<file path="src/rtl/seg_pkg.sv">
// Shared constants for the seven-segment scan driver: hex glyph table,
// the unlit pattern and a constant-width helper.
package seg_pkg;

  // Active-high {g,f,e,d,c,b,a} glyphs, indexed by nibble value (entry 15 first).
  localparam logic [15:0][6:0] HEX_SEG_AH = {
    7'h71, 7'h79, 7'h5E, 7'h39, 7'h7C, 7'h77, 7'h6F, 7'h7F,
    7'h07, 7'h7D, 7'h6D, 7'h66, 7'h4F, 7'h5B, 7'h06, 7'h3F
  };

  localparam logic [7:0] SEG_OFF_AH = 8'h00;

  function automatic int clog2(input int value);
    int r;
    r = 0;
    while ((1 << r) < value) r++;
    return r;
  endfunction

endpackage

</file>
<file path="src/rtl/seg_hex_decode.sv">
// Combinational nibble to active-high seven-segment glyph lookup.
module seg_hex_decode
  import seg_pkg::*;
(
  input  logic [3:0] nibble_i,
  output logic [6:0] seg_o
);

  assign seg_o = HEX_SEG_AH[nibble_i];

endmodule

</file>
<file path="src/rtl/seg_scan_driver.sv">
// Multiplexed seven-segment scanner: per-frame input snapshot, guarded digit
// selects, hex decode with dp, forced blank and optional leading-zero blanking.
module seg_scan_driver
  import seg_pkg::*;
#(
  parameter int DIGITS          = 6,
  parameter int CLK_DIV         = 50000,
  parameter int GUARD           = 2,
  parameter bit SEG_ACTIVE_LOW  = 1'b1,
  parameter bit SEL_ACTIVE_LOW  = 1'b1,
  parameter bit BLANK_LEAD_ZERO = 1'b0
) (
  input  logic                clk,
  input  logic                rst_n,
  input  logic                en,
  input  logic [4*DIGITS-1:0] data,
  input  logic [DIGITS-1:0]   dp,
  input  logic [DIGITS-1:0]   blank,
  output logic [DIGITS-1:0]   sel,
  output logic [7:0]          seg,
  output logic                frame_start
);

  localparam int IDX_W = (DIGITS > 1) ? clog2(DIGITS) : 1;
  localparam int DIV_W = clog2(CLK_DIV);
  localparam logic [DIV_W-1:0]  DIV_LAST  = DIV_W'(CLK_DIV - 1);
  localparam logic [IDX_W-1:0]  IDX_LAST  = IDX_W'(DIGITS - 1);
  localparam logic [DIV_W-1:0]  GUARD_END = DIV_W'(GUARD);
  localparam logic [DIGITS-1:0] SEL_OFF   = {DIGITS{SEL_ACTIVE_LOW}};
  localparam logic [7:0]        SEG_OFF   = SEG_OFF_AH ^ {8{SEG_ACTIVE_LOW}};

  logic [DIV_W-1:0]    divCnt_q, divCnt_d;
  logic [IDX_W-1:0]    idx_q, idx_d;
  logic [4*DIGITS-1:0] snapData_q;
  logic [DIGITS-1:0]   snapDp_q, snapBlank_q;
  logic [DIGITS-1:0]   sel_q, sel_d;
  logic [7:0]          seg_q, seg_d;
  logic                frameStart_q, frameStart_d;
  logic                loadSnap;

  logic [DIGITS-1:0]   leadZero;
  logic                allZero;
  logic [3:0]          curNibble;
  logic                curDp, curBlank, curLead;
  logic [6:0]          hexAh;
  logic [DIGITS-1:0]   selAh;

  // leadZero[k] is set when nibbles k..DIGITS-1 of the snapshot are all zero.
  always_comb begin
    leadZero = '0;
    allZero  = 1'b1;
    for (int k = DIGITS - 1; k >= 0; k--) begin
      allZero     = allZero && (snapData_q[4*k +: 4] == 4'h0);
      leadZero[k] = allZero;
    end
  end

  always_comb begin
    curNibble = 4'h0;
    curDp     = 1'b0;
    curBlank  = 1'b0;
    curLead   = 1'b0;
    selAh     = '0;
    for (int k = 0; k < DIGITS; k++) begin
      if (idx_q == IDX_W'(k)) begin
        curNibble = snapData_q[4*k +: 4];
        curDp     = snapDp_q[k];
        curBlank  = snapBlank_q[k];
        curLead   = leadZero[k] && (k != 0);
        selAh[k]  = 1'b1;
      end
    end
  end

  seg_hex_decode u_decode (
    .nibble_i (curNibble),
    .seg_o    (hexAh)
  );

  // Prescaler/index advance and the registered-output next values.
  always_comb begin
    divCnt_d     = divCnt_q;
    idx_d        = idx_q;
    loadSnap     = 1'b0;
    frameStart_d = 1'b0;
    sel_d        = SEL_OFF;
    seg_d        = SEG_OFF;
    if (!en) begin
      divCnt_d = '0;
      idx_d    = '0;
      loadSnap = 1'b1;
    end else begin
      if (divCnt_q == DIV_LAST) begin
        divCnt_d = '0;
        if (idx_q == IDX_LAST) begin
          idx_d        = '0;
          loadSnap     = 1'b1;
          frameStart_d = 1'b1;
        end else begin
          idx_d = idx_q + 1'b1;
        end
      end else begin
        divCnt_d = divCnt_q + 1'b1;
      end
      if (divCnt_q >= GUARD_END) sel_d = selAh ^ SEL_OFF;
      if (curBlank || (BLANK_LEAD_ZERO && curLead)) seg_d = SEG_OFF;
      else seg_d = {curDp, hexAh} ^ {8{SEG_ACTIVE_LOW}};
    end
  end

  always_ff @(posedge clk or negedge rst_n) begin
    if (!rst_n) begin
      divCnt_q     <= '0;
      idx_q        <= '0;
      snapData_q   <= '0;
      snapDp_q     <= '0;
      snapBlank_q  <= '0;
      sel_q        <= SEL_OFF;
      seg_q        <= SEG_OFF;
      frameStart_q <= 1'b0;
    end else begin
      divCnt_q     <= divCnt_d;
      idx_q        <= idx_d;
      sel_q        <= sel_d;
      seg_q        <= seg_d;
      frameStart_q <= frameStart_d;
      if (loadSnap) begin
        snapData_q  <= data;
        snapDp_q    <= dp;
        snapBlank_q <= blank;
      end
    end
  end

  assign sel         = sel_q;
  assign seg         = seg_q;
  assign frame_start = frameStart_q;

endmodule

</file>
<file path="config.mk">
export PLATFORM = sky130hd
export DESIGN_NAME = seg_scan_driver
export DESIGN_NICKNAME = d
export VERILOG_FILES = /design/src/rtl/seg_pkg.sv /design/src/rtl/seg_hex_decode.sv /design/src/rtl/seg_scan_driver.sv
export SDC_FILE = /design/constraint.sdc
export NUM_CORES = 1
export LEC_CHECK = 0
export CAP_MARGIN = 20
export CORE_ASPECT_RATIO = 0.7
export CORE_UTILIZATION = 30
export CTS_BUF_LIST = sky130_fd_sc_hd__clkbuf_4
export CTS_CLUSTER_SIZE = 12
export DETAILED_ROUTE_END_ITERATION = 10
export GPL_TIMING_DRIVEN = 1
export RECOVER_POWER = 100
export REMOVE_ABC_BUFFERS = 1
export SLEW_MARGIN = 10
export SYNTH_ARGS = -nofsm -noshare
export SYNTH_HDL_FRONTEND = slang
export SYNTH_HIERARCHICAL = 1
export SYNTH_SLANG_ARGS = --single-unit
</file>
<file path="constraint.sdc">
create_clock -name clk -period 3.6 [get_ports clk]
set_clock_uncertainty 0.2 [all_clocks]
set_input_delay 1.08 -clock clk [delete_from_list [all_inputs] [get_ports clk]]
set_output_delay 1.08 -clock clk [all_outputs]
set_load 0.1 [all_outputs]
</file>
# == Word level (Yosys, flattened, before mapping) ==
# Memories as Yosys holds them, arrays and structs flattened.
# Cells that the tools add are included.
# classes
addsub,2
multipliers,0
div,0
n_lt_le_gt_ge,2
n_eq_ne,7
shifts,0
n_mux,37
bitwise_logic,2
n_reduce_logical,1
# op_table
op,n
2-to-1 mux 16 bit,2
2-to-1 mux 4 bit,6
2-to-1 mux 1 bit,21
adder 16 x 1 -> 16 bit (second input constant),1
equality test 16 bit (second input constant),1
>= comparator 16 x 2 -> 1 bit (second input constant),1
2-to-1 mux 8 bit,2
2-to-1 mux 6 bit,2
2-to-1 mux 3 bit,3
NOT 8 bit,1
2-to-1 mux 7 bit,1
equality test 3 x 2 -> 1 bit (second input constant),2
equality test 3 bit (second input constant),2
NOT 6 bit,1
less-than comparator 4 x 5 -> 1 bit (second input constant),1
adder 3 x 1 -> 3 bit (second input constant),1
equality test 3 x 1 -> 1 bit (second input constant),1
logical NOT 3 bit,1
!= test 2 x 1 -> 1 bit (second input constant),1
# totals
register_bits,70
latchBits,0
mem_bits_rw,0
romBits,112
inputBits,39
word_cells,60
n_memories,1
# memory_table
memory,depth,word_bits,read_ports,rd_ports_with_merged_regs,wr,line_no,source
(name not given),16,7,1,0,0,seg_hex_decode.sv:9,assign seg_o = HEX_SEG_AH[nibble_i];

# == Longest topological paths before layout ==
# Gate-level depths: netlist (run 1).
# logic_depth
depth_word,12
mapped_depth,13

# == By module ==
# The synthesis (run 1) kept the hierarchy.
# modules_own_cells
module,instances,cells_per_inst,area_per_inst_um2,seq_area_each_um2
seg_scan_driver,1,268,3199.3,1769.2
seg_hex_decode,1,33,287.8,0.0

# == Worst setup path before layout (run 1) ==
# OpenSTA, ideal clock, no wires.
# synth_path
path_type,register to register
start,register idx_q[0]
end,"register seg_q[3], in the netlist seg[3]"
arrival_ns,3.029
required_ns,3.320
slack_ns,0.291
stages_incl_launch_ff,14
n_path_buf,3
synth_period_minus_slack_ns,3.309
path_cell_list,dfrtp_1 > clkbuf_1 > buf_1 > and2_1 > ha_1 > clkbuf_1 > nor2_1 > a221oi_1 > a21oi_1 > inv_1 > ha_1 > inv_1 > mux4_1 > o21ai_0
# synth_between
elab_chain_len,12
# synth_rtl
element,line_no,source
"start, declared",seg_scan_driver.sv:33,"logic [IDX_W-1:0] idx_q, idx_d;"
"start signal, assigned",seg_scan_driver.sv:123,idx_q <= idx_d;
logical NOT 3 bit,seg_scan_driver.sv:65,if (idx_q == IDX_W'(k)) begin
2-to-1 mux 4 bit (5 in a row),seg_scan_driver.sv:65,
2-to-1 mux 4 bit *,seg_scan_driver.sv:65,
via curNibble[1],seg_scan_driver.sv:43,logic [3:0] curNibble;
memory (16 x 7 bit) *,-,
2-to-1 mux 7 bit (implied by the code) *,seg_hex_decode.sv:9,
via hexAh[3],seg_scan_driver.sv:45,logic [6:0] hexAh;
NOT 8 bit (no line) *,-,
2-to-1 mux 8 bit *,seg_scan_driver.sv:106,if (curBlank || (BLANK_LEAD_ZERO && curLead)) seg_d = SEG_OFF;
2-to-1 mux 8 bit *,seg_scan_driver.sv:88,if (!en) begin
via seg_d[3],seg_scan_driver.sv:37,"logic [7:0] seg_q, seg_d;"
"end signal, assigned",seg_scan_driver.sv:125,seg_q <= seg_d;
"end, declared",seg_scan_driver.sv:37,
# Mark *: on every way through the listed nets, which the timed path passes. The rest lies on a longest branch. The select of a mux whose other input is x is not followed.
# A chain may end at the register's enable or synchronous reset.

# == Worst setup path in the final report (run 1) ==
# layout_path
start,register idx_q[1]
end,register snapData_q[0]
# layout_between
elab_chain_len,4
# layout_rtl
element,line_no,source
equality test 3 bit,seg_scan_driver.sv:95,if (idx_q == IDX_LAST) begin
2-to-1 mux 1 bit,seg_scan_driver.sv:95,
2-to-1 mux 1 bit,seg_scan_driver.sv:93,if (divCnt_q == DIV_LAST) begin
2-to-1 mux 1 bit,seg_scan_driver.sv:88,
"end signal, assigned",seg_scan_driver.sv:128,snapData_q <= data;
"end, declared",seg_scan_driver.sv:34,logic [4*DIGITS-1:0] snapData_q;
# No other way between the ends.

==> out/qor.csv, run 1 <==
stage,metric,value,unit
sta,finalWorstPathRequiredPeriod,3290,ps
logic_synthesis,synth-adder-area-share,3.59,%
finish,final_cell_area,4170,um2
logic_synthesis,synth-async-reset-ratio,100,%
worst_setup_path,critical_path.n_buffers_inverters,2,
finish,net_count_reported_at_finish,405,
logic_synthesis,synth_edf_count,0,
logic_synthesis,synth_top_cells_by_area,"dfrtp_1 40%, mux2_2 12%, dfstp_2 11%",
finish,antenna_cells_inserted,0,
cts,clk_path_buf_depth,2,
worst_setup_path,worstPathCellList,buf_4 > nor2b_1 > nand2_1 > o21ai_1 > clkbuf_4 > mux2_2,
routing,routed_via_density,4.76,
logic_synthesis,synthXorXnorAreaFrac,3.77,%
worst_setup_path,arrival,3400,ps
sta,slew_viol_final,71,
worst_setup_path,critPathTopFamily,buffers and inverters,
cts,post_cts_resized,0,
die,core.rowCount,32,
placed_design,gp_routability_congestion,0.847,
worst_setup_path,required,3710,ps
cts,numCtsBuffers,9,
global_routing,grt_start_max_net_pins,71,
die,placeable_core_area,11200,um2
placed_design,post-place-ws,442,ps
cts,cts.reportedPaths.clkPinSlew,110,ps
worst_setup_path,crit_path_start_kind,register,
die,boundaryPins,54,
power,power.ir.vdd_worst,0.142,mV
placed_design,placement.cell_area,4120,um2
hold_path,worstHoldPathType,register to register,
cts,clkSinkCount,70,
die,floorplan.die_area,12100,um2
cts,clkLatencyLatePin,430,ps
cts,cts_tree,done,
sta,worst_pin_slew,1710,ps
routing,drt-total-wl,7590,um
logic_synthesis,post_synth_num_cell_types,47,
global_routing,grt_antenna_before_repair,0,
sta,share_of_the_cycle_needed_by_the_critical_path_after_routing,91.4,%
logic_synthesis,ys.warnings.count,6,
global_routing,grt_pass1_wl,12800,um
sta,setup_ws,309,ps
worst_setup_path,timing.critical_path.slowest_cell_delay,620,ps
sta,setup_viol,0,
sta,peak_freq,304,MHz
logic_synthesis,synth_top_cell_by_area,dfrtp_1,
sta,finalSetupTns,0,ps
logic_synthesis,synthSimpleGateAreaFrac,13.2,%
die,start_util,31.2,%
global_routing,grt_pass1_vias,2474,
logic_synthesis,mapped_cells,301,
logic_synthesis,post_synth_instance_area,3490,um2
logic_synthesis,ys.flop_type,dfrtp_1,
logic_synthesis,synth-seq-area-share,50.7,%
global_routing,grt_util_all_layers,14.3,%
logic_synthesis,ys_seq_elements,70,
power,leakage,0.00164,uW
routing,detailedRoute.firstIterationViolations,183,
global_routing,grt-ovfl-total,0,
routing,drc_errors,0,
sta,timing.final.hold_violations,0,
worst_setup_path,maximum_fanout_encountered_on_the_critical_timing_path,29,
routing,postRouteAntennaNets,0,
cts,holdBufCountCts,0,
logic_synthesis,synth_compound_gate_area_share,7.68,%
cts,clockRootBuffer,clkbuf_4,
cts,ctsHtreeMaxLevel,3,
cts,postCtsSetupRepairBufs,0,
power,pwr_density_cell,402,nW/um2
placed_design,placement.io_buffers,53,
finish,drive_above_1_share,21.1,%
die,die_w,131,um
placed_design,dp_hpwl,5470,um
run,maxCapViolations,1,
logic_synthesis,dominant_combinational_cell_family_by_area_after_synthesis,multiplexers,
worst_setup_path,crit_path_end_kind,register,
sta,slew_headroom,-14.3,%
routing,dr_total_vias,2446,
outcome,status,"complete, but fails checks",
worst_setup_path,critPathSlowestCell,o21ai_1,
logic_synthesis,syn_avg_cell_area,11.6,um2
die,chipHeight,92.2,um
routing,wl_per_cell,14.8,um
sta,rsz_0062_raised_after_global_routing,no,
logic_synthesis,synth_top_area_share,40.2,%
worst_setup_path,timing.setup.critical_path_class,register to register,
logic_synthesis,post_synth_mux_area_share,16.2,%
outcome,violations,"max-capacitance violations, max-slew violations",
routing,detailedRoute.firstPassIterationCount,5,
finish,syn2layout_area_growth,19.6,%
==> final timing paths <==
path,startpoint,to,slack [ps],cells after the start
worst max-delay path,idx_q[1],snapData_q[0],310,6
max in group asynchronous,rst_n,divCnt_q[4],1210,2
worst max register to register,idx_q[1],snapData_q[0],310,6
min in group asynchronous,rst_n,snapData_q[1],990,2
worst min register to register,snapData_q[2],snapData_q[2],310,1
worst min-delay path,snapData_q[2],snapData_q[2],310,1
==> through the flow <==
| stage | total power (uW) | hold slack, ps | utilization [%] | instances |
|---|---|---|---|---|
| floorplan | 1090 | 257 | - | 285 |
| global placement | 1200 | 281 | 36.9 | 497 |
| detailed placement | 1210 | 287 | 36.9 | 497 |
| CTS | 1710 | 309 | 38.1 | 513 |
| global route | 1770 | 335 | 37.3 | 514 |
| finish | 1680 | 308 | 37.3 | 514 |
==> worst reg2reg max path, stage by stage (launching register included) <==
cell      delay [ps]
dfrtp_1          430
buf_4            210
nor2b_1          600
nand2_1          160
o21ai_1          620
clkbuf_4         570
mux2_2           400
==> power breakdown <==
part	total, uW	internal [uW]	switching, uW
clock network	501	223	278
registers	874	846	27.9
logic	302	122	180
total	1680	1190	486
==> final cells by class <==
type | instances | area (um2)
clock inverters | 5 | 51.3
well taps | 153 | 191
clock buffers | 11 | 82.6
fillers | 1108 | 7000
flip-flops and latches | 70 | 1770
multi-input cells | 198 | 1540
inverters | 17 | 63.8
repair buffers | 60 | 474
==> registers in the layout, indices dropped and copies added, names as in the netlist <==
name         cells
snapBlank_q      6
frame_start      1
idx_q            3
snapDp_q         6
divCnt_q        16
seg              8
snapData_q      24
sel              6
==> cells in the mapped netlist, drive strengths merged (2+ instances only) <==
cell type and count:
inv 17, and4 2, a221oi 7, mux2i 10
clkbuf 9, nand3b 3, nor2 24, nand3 9
nand4 7, nand2b 4, ha 10, a21oi 10
o21ai 10, nand2 11, nor4 7, nor2b 2
mux2 39, dfstp 14, dfrtp 56, xnor2 14
buf 7, nor3 12
==> layout by cell type (no fill, tap or decap), types with 2 or more instances in the layout <==
cell,Yosys,layout
o21ai_0,9,9
nor3_1,12,12
mux2i_1,10,10
dfrtp_1,56,56
inv_1,17,17
nor2b_1,2,2
clkbuf_1,8,17
ha_1,10,10
nand4_1,6,6
nand2_1,11,11
nand3_1,9,9
nor4_1,6,6
nor2_1,24,24
nand2b_1,4,4
clkinv_2,0,2
dfstp_2,14,14
a221oi_1,7,7
mux2_2,38,38
buf_4,0,3
xnor2_1,14,14
nand3b_1,3,3
clkdlybuf4s50_1,0,36
a21oi_1,10,10
clkbuf_4,0,12
and4_1,2,2
==> cells by family after synthesis <==
family | after synthesis
muxes | 50
AOI/OAI and AO/OA | 38
buffers and inverters | 33
xor gates and xnor gates | 15
DFF | 70
and+or+nand+nor | 85
adders and majority gates | 10
==> routing by layer <==
metal | vias up | wire length (um) | global-route usage, %
li1 | 1185 | - | -
met1 | 1193 | 3910 | 20.9
met2 | 57 | 3200 | 19.3
met3 | 11 | 352 | 4.32
met4 | 0 | 128 | 5.94
met5 | - | 0 | 0
Power figures use the tool's default switching activity.
==> run 2, diff against run 1 <==
--- a/config.mk
+++ b/config.mk
@@ -6,14 +6,18 @@
 export NUM_CORES = 1
 export LEC_CHECK = 0
 export CAP_MARGIN = 20
+export CELL_PAD_IN_SITES_DETAIL_PLACEMENT = 1
+export CELL_PAD_IN_SITES_GLOBAL_PLACEMENT = 1
 export CORE_ASPECT_RATIO = 0.7
 export CORE_UTILIZATION = 30
 export CTS_BUF_LIST = sky130_fd_sc_hd__clkbuf_4
 export CTS_CLUSTER_SIZE = 12
 export DETAILED_ROUTE_END_ITERATION = 10
 export GPL_TIMING_DRIVEN = 1
+export PLACE_DENSITY_LB_ADDON = 0.1
 export RECOVER_POWER = 100
 export REMOVE_ABC_BUFFERS = 1
+export SETUP_SLACK_MARGIN = 0.15
 export SLEW_MARGIN = 10
 export SYNTH_ARGS = -nofsm -noshare
 export SYNTH_HDL_FRONTEND = slang
==> out/qor.csv, run 2 (synthesis results as in run 1) <==
stage,metric,value,unit
finish,fillCellCount,1253,
die,boundaryPins,54,
placed_design,gp_routability_congestion,0.740,
finish,max_ffs_per_register,24,
die,die_w,131,um
sta,setup_viol,0,
worst_setup_path,arrival,3380,ps
finish,antenna_cells_inserted,0,
worst_setup_path,crit_path_end_kind,register,
routing,dr_total_vias,2484,
routing,postRouteAntennaNets,0,
routing,wl_per_cell,16.8,um
power,power.ir.vdd_worst,0.144,mV
placed_design,dp_hpwl,6320,um
outcome,status,"complete, but fails checks",
finish,fin_util,37.5,%
sta,worst_pin_slew,1770,ps
cts,numCtsBuffers,9,
routing,drt-total-wl,8690,um
sta,share_of_the_cycle_needed_by_the_critical_path_after_routing,90.4,%
finish,top_register,snapData_q,
sta,finalWorstPathRequiredPeriod,3260,ps
placed_design,placement.io_buffers,53,
run,maxCapViolations,1,
sta,timing.final.hold_violations,0,
sta,hold-worst-slack,303,ps
worst_setup_path,crit_path_start_kind,register,
global_routing,grt_util_all_layers,16.0,%
finish,layout_commonest_cell,dfrtp_1,
sta,finalSetupTns,0,ps
routing,dr_wl_met3,390,um
routing,length_of_routed_wiring_on_met1,4770,um
routing,routed_via_density,4.80,
power,pwr_density_cell,388,nW/um2
sta,peak_freq,307,MHz
finish,drive_above_1_share,21.6,%
worst_setup_path,timing.setup.critical_path_class,register to register,
cts,cts.reportedPaths.clkPinSlew,110,ps
die,chipHeight,92.2,um
cts,post_cts_resized,0,
global_routing,grt_start_max_net_pins,71,
hold_path,worstHoldPathType,register to register,
finish,syn2layout_area_growth,20.1,%
cts,postCtsSetupRepairBufs,0,
sta,slew_viol_final,71,
cts,cts_tree,done,
cts,ctsHtreeMaxLevel,3,
die,placeable_core_area,11200,um2
outcome,violations,"max-capacitance violations, max-slew violations",
die,floorplan.die_area,12100,um2
routing,detailedRoute.firstIterationViolations,114,
sta,rsz_0062_raised_after_global_routing,no,
routing,dr_wl_met2,3410,um
sta,slew_headroom,-18.0,%
finish,mostFrequentLayoutCells,"56 x dfrtp_1, 37 x mux2_2, 36 x clkdlybuf4s50_1",
die,core.rowCount,32,
routing,drc_errors,0,
cts,clkLatencyLatePin,430,ps
cts,holdBufCountCts,0,
cts,clk_path_buf_depth,2,
global_routing,grt_antenna_before_repair,0,
die,start_util,31.2,%
power,leakage,0.00166,uW
cts,clkSinkCount,70,
routing,top_layer_used,met4,
finish,net_count_reported_at_finish,409,
global_routing,grt_pass1_wl,14300,um
global_routing,grt-ovfl-total,0,
global_routing,grt_pass1_vias,2559,
worst_setup_path,required,3720,ps
cts,clockRootBuffer,clkbuf_4,
worst_setup_path,maximum_fanout_encountered_on_the_critical_timing_path,30,
routing,detailedRoute.firstPassIterationCount,4,
[run 2: worst max-delay path, cell delays in order, from the launching register on]
cell     delay, ps
dfrtp_1        480
nor2b_1        410
buf_4          250
nand2_1        100
o21ai_0       1010
buf_12         300
mux2_2         370
[run 2: worst paths after layout]
check,slack (ps),depth (start not counted),start,endpoint
min in group asynchronous,980,2,rst_n,snapData_q[5]
min,300,1,snapData_q[2],snapData_q[2]
min reg2reg,300,1,snapData_q[2],snapData_q[2]
max in group asynchronous,1160,2,rst_n,snapData_q[19]
max,340,6,idx_q[2],snapData_q[15]
max reg2reg,340,6,idx_q[2],snapData_q[15]
[run 2: power by group]
part / total (uW) / switching [uW] / internal [uW]
registers: 878 / 31.8 / 846
clock network: 436 / 284 / 152
logic: 310 / 183 / 126
total: 1620 / 499 / 1120
[run 2: final cells by class]
type                            instances  area [um2]  share of cell area (%)
Tap cell                              153         191                    4.57
Multi-Input combinational cell        198        1540                    36.7
Clock inverter                          5        26.3                   0.627
Clock buffer                           11        82.6                    1.97
Sequential cell                        70        1770                    42.2
Timing Repair Buffer                   64         517                    12.3
Inverter                               17        63.8                    1.52
[run 2: routing by layer]
metal | vias up | global-route usage [%]
met5 | - | 0
met4 | 0 | 5.46
met3 | 12 | 4.43
met2 | 58 | 21.4
met1 | 1223 | 24.3
li1 | 1191 | -
[run 2: stage by stage]
step | total power [uW] | worst slack (ps) | instance area [um2] | cells
after floorplan | 1090 | 519 | 3380 | 285
after global placement | 1220 | 506 | 4160 | 501
after detailed placement | 1220 | 419 | 4160 | 501
after CTS | 1670 | 385 | 4270 | 517
after global routing | 1720 | 135 | 4190 | 518
final | 1620 | 344 | 4190 | 518
==> run 3, diff against run 2 <==
--- a/config.mk
+++ b/config.mk
@@ -6,15 +6,12 @@
 export NUM_CORES = 1
 export LEC_CHECK = 0
 export CAP_MARGIN = 20
-export CELL_PAD_IN_SITES_DETAIL_PLACEMENT = 1
-export CELL_PAD_IN_SITES_GLOBAL_PLACEMENT = 1
 export CORE_ASPECT_RATIO = 0.7
 export CORE_UTILIZATION = 30
 export CTS_BUF_LIST = sky130_fd_sc_hd__clkbuf_4
 export CTS_CLUSTER_SIZE = 12
 export DETAILED_ROUTE_END_ITERATION = 10
 export GPL_TIMING_DRIVEN = 1
-export PLACE_DENSITY_LB_ADDON = 0.1
 export RECOVER_POWER = 100
 export REMOVE_ABC_BUFFERS = 1
 export SETUP_SLACK_MARGIN = 0.15
==> out/qor.csv, run 3 (synthesis results as in run 1) <==
stage,metric,value,unit
cts,clockRootBuffer,clkbuf_4,
die,die_w,131,um
die,floorplan.die_area,12100,um2
worst_setup_path,arrival,3380,ps
sta,rsz_0062_raised_after_global_routing,no,
routing,drc_errors,0,
finish,drive_above_1_share,21.6,%
sta,share_of_the_cycle_needed_by_the_critical_path_after_routing,90.0,%
sta,finalWorstPathRequiredPeriod,3240,ps
routing,routed_via_density,4.78,
sta,finalSetupTns,0,ps
finish,final-instance-count-excl-fill,514,
outcome,violations,"max-capacitance violations, max-slew violations",
sta,setup_viol,0,
routing,drt-total-wl,7630,um
worst_setup_path,maximum_fanout_encountered_on_the_critical_timing_path,10,
routing,detailedRoute.firstIterationViolations,188,
worst_setup_path,worstPathCellList,inv_1 > ha_1 > nor2_1 > a221oi_1 > a21oi_1 > clkbuf_1 > or2b_1 > a31o_1 > o21ai_0,
worst_setup_path,critPathLaunch,idx_q[2],
finish,layout_commonest_cell,dfrtp_1,
cts,clk_path_buf_depth,2,
placed_design,dp_hpwl,5470,um
cts,cts_tree,done,
global_routing,grt_pass1_vias,2474,
routing,postRouteAntennaNets,0,
cts,clkLatencyLatePin,440,ps
finish,multi_input_comb_area,1550,um2
sta,slew_headroom,-15.4,%
global_routing,grt-ovfl-total,0,
worst_setup_path,required,3740,ps
finish,antenna_cells_inserted,0,
cts,clkSinkCount,70,
worst_setup_path,critical_path.n_buffers_inverters,2,
placed_design,gp_routability_congestion,0.847,
cts,cts.reportedPaths.clkPinSlew,100,ps
power,pwr_density_cell,402,nW/um2
die,start_util,31.2,%
finish,fillCellCount,1105,
worst_setup_path,rr_startpoint,idx_q[2],
worst_setup_path,critPathSlowestCell,a21oi_1,
routing,detailedRoute.firstPassIterationCount,4,
global_routing,grt_util_all_layers,14.3,%
sta,worst_pin_slew,1730,ps
worst_setup_path,crit_path_start_kind,register,
die,core.rowCount,32,
global_routing,grt_pass1_wl,12800,um
finish,mostFrequentLayoutCells,"56 x dfrtp_1, 38 x mux2_2, 36 x clkdlybuf4s50_1",
placed_design,number_of_placed_instances_with_taps_included,497,
power,leakage,0.00165,uW
outcome,status,"complete, but fails checks",
run,maxCapViolations,1,
worst_setup_path,crit_path_end_kind,register,
cts,postCtsSetupRepairBufs,0,
global_routing,grt_start_max_net_pins,71,
cts,ctsHtreeMaxLevel,3,
worst_setup_path,timing.critical_path.slowest_cell_delay,620,ps
sta,hold-worst-slack,309,ps
sta,slew_viol_final,71,
worst_setup_path,timing.setup.critical_path_class,register to register,
finish,net_count_reported_at_finish,405,
worst_setup_path,critPathTopFamily,compound AO/OA/AOI/OAI gates,
sta,timing.final.hold_violations,0,
sta,peak_freq,309,MHz
cts,numCtsBuffers,9,
finish,max_ffs_per_register,24,
routing,dr_total_vias,2455,
placed_design,placement.io_buffers,53,
finish,top_register,snapData_q,
finish,syn2layout_area_growth,20.2,%
global_routing,grt_antenna_before_repair,0,
routing,wl_per_cell,14.8,um
die,chipHeight,92.2,um
hold_path,hold_start,snapData_q[2],
hold_path,worstHoldPathType,register to register,
finish,fin_util,37.5,%
finish,seq_area,1770,um2
power,power.ir.vdd_worst,0.141,mV
die,placeable_core_area,11200,um2
power,finalPower,1680,uW
die,boundaryPins,54,
[run 3: worst paths after layout]
check                                endpoint  slack (ps)  depth (start not counted)
max in group asynchronous        divCnt_q[13]        1200                          2
worst max-delay path                   seg[1]         360                          9
worst min register to register  snapData_q[2]         310                          1
worst max register to register         seg[1]         360                          9
worst min-delay path            snapData_q[2]         310                          1
min in group asynchronous       snapData_q[1]         970                          2
[run 3: what timing repair did]
item                                    CTS  global route
endpoints found under the setup margin    0             1
endpoints found under the hold margin     0             0
hold buffers                              0             0
gates resized for setup                   0             2
[run 3: stage by stage]
| stage | setup WS [ps] | area (um2) |
|---|---|---|
| floorplan | 519 | 3380 |
| global placement | 513 | 4120 |
| detailed placement | 442 | 4120 |
| CTS | 412 | 4250 |
| global route | 119 | 4190 |
| finish | 362 | 4190 |
[run 3: power by group]
group          switching (uW)  internal (uW)
logic                     180            124
registers                27.8            846
clock network             282            223
total                     490           1190
[run 3: cell type report]
type	instances	area share (%)
timing repair buffer	60	11.6
clock inverter	5	1.22
inverter	17	1.52
tap	153	4.57
clock buffer	11	1.97
multi-input combinational	198	36.9
sequential	70	42.2
[run 3: layer usage]
metal	GRT usage, %	part of all wire (%)
met5	0	0
met4	5.94	1.9
met3	4.32	4.8
met2	19.3	42
met1	20.9	51
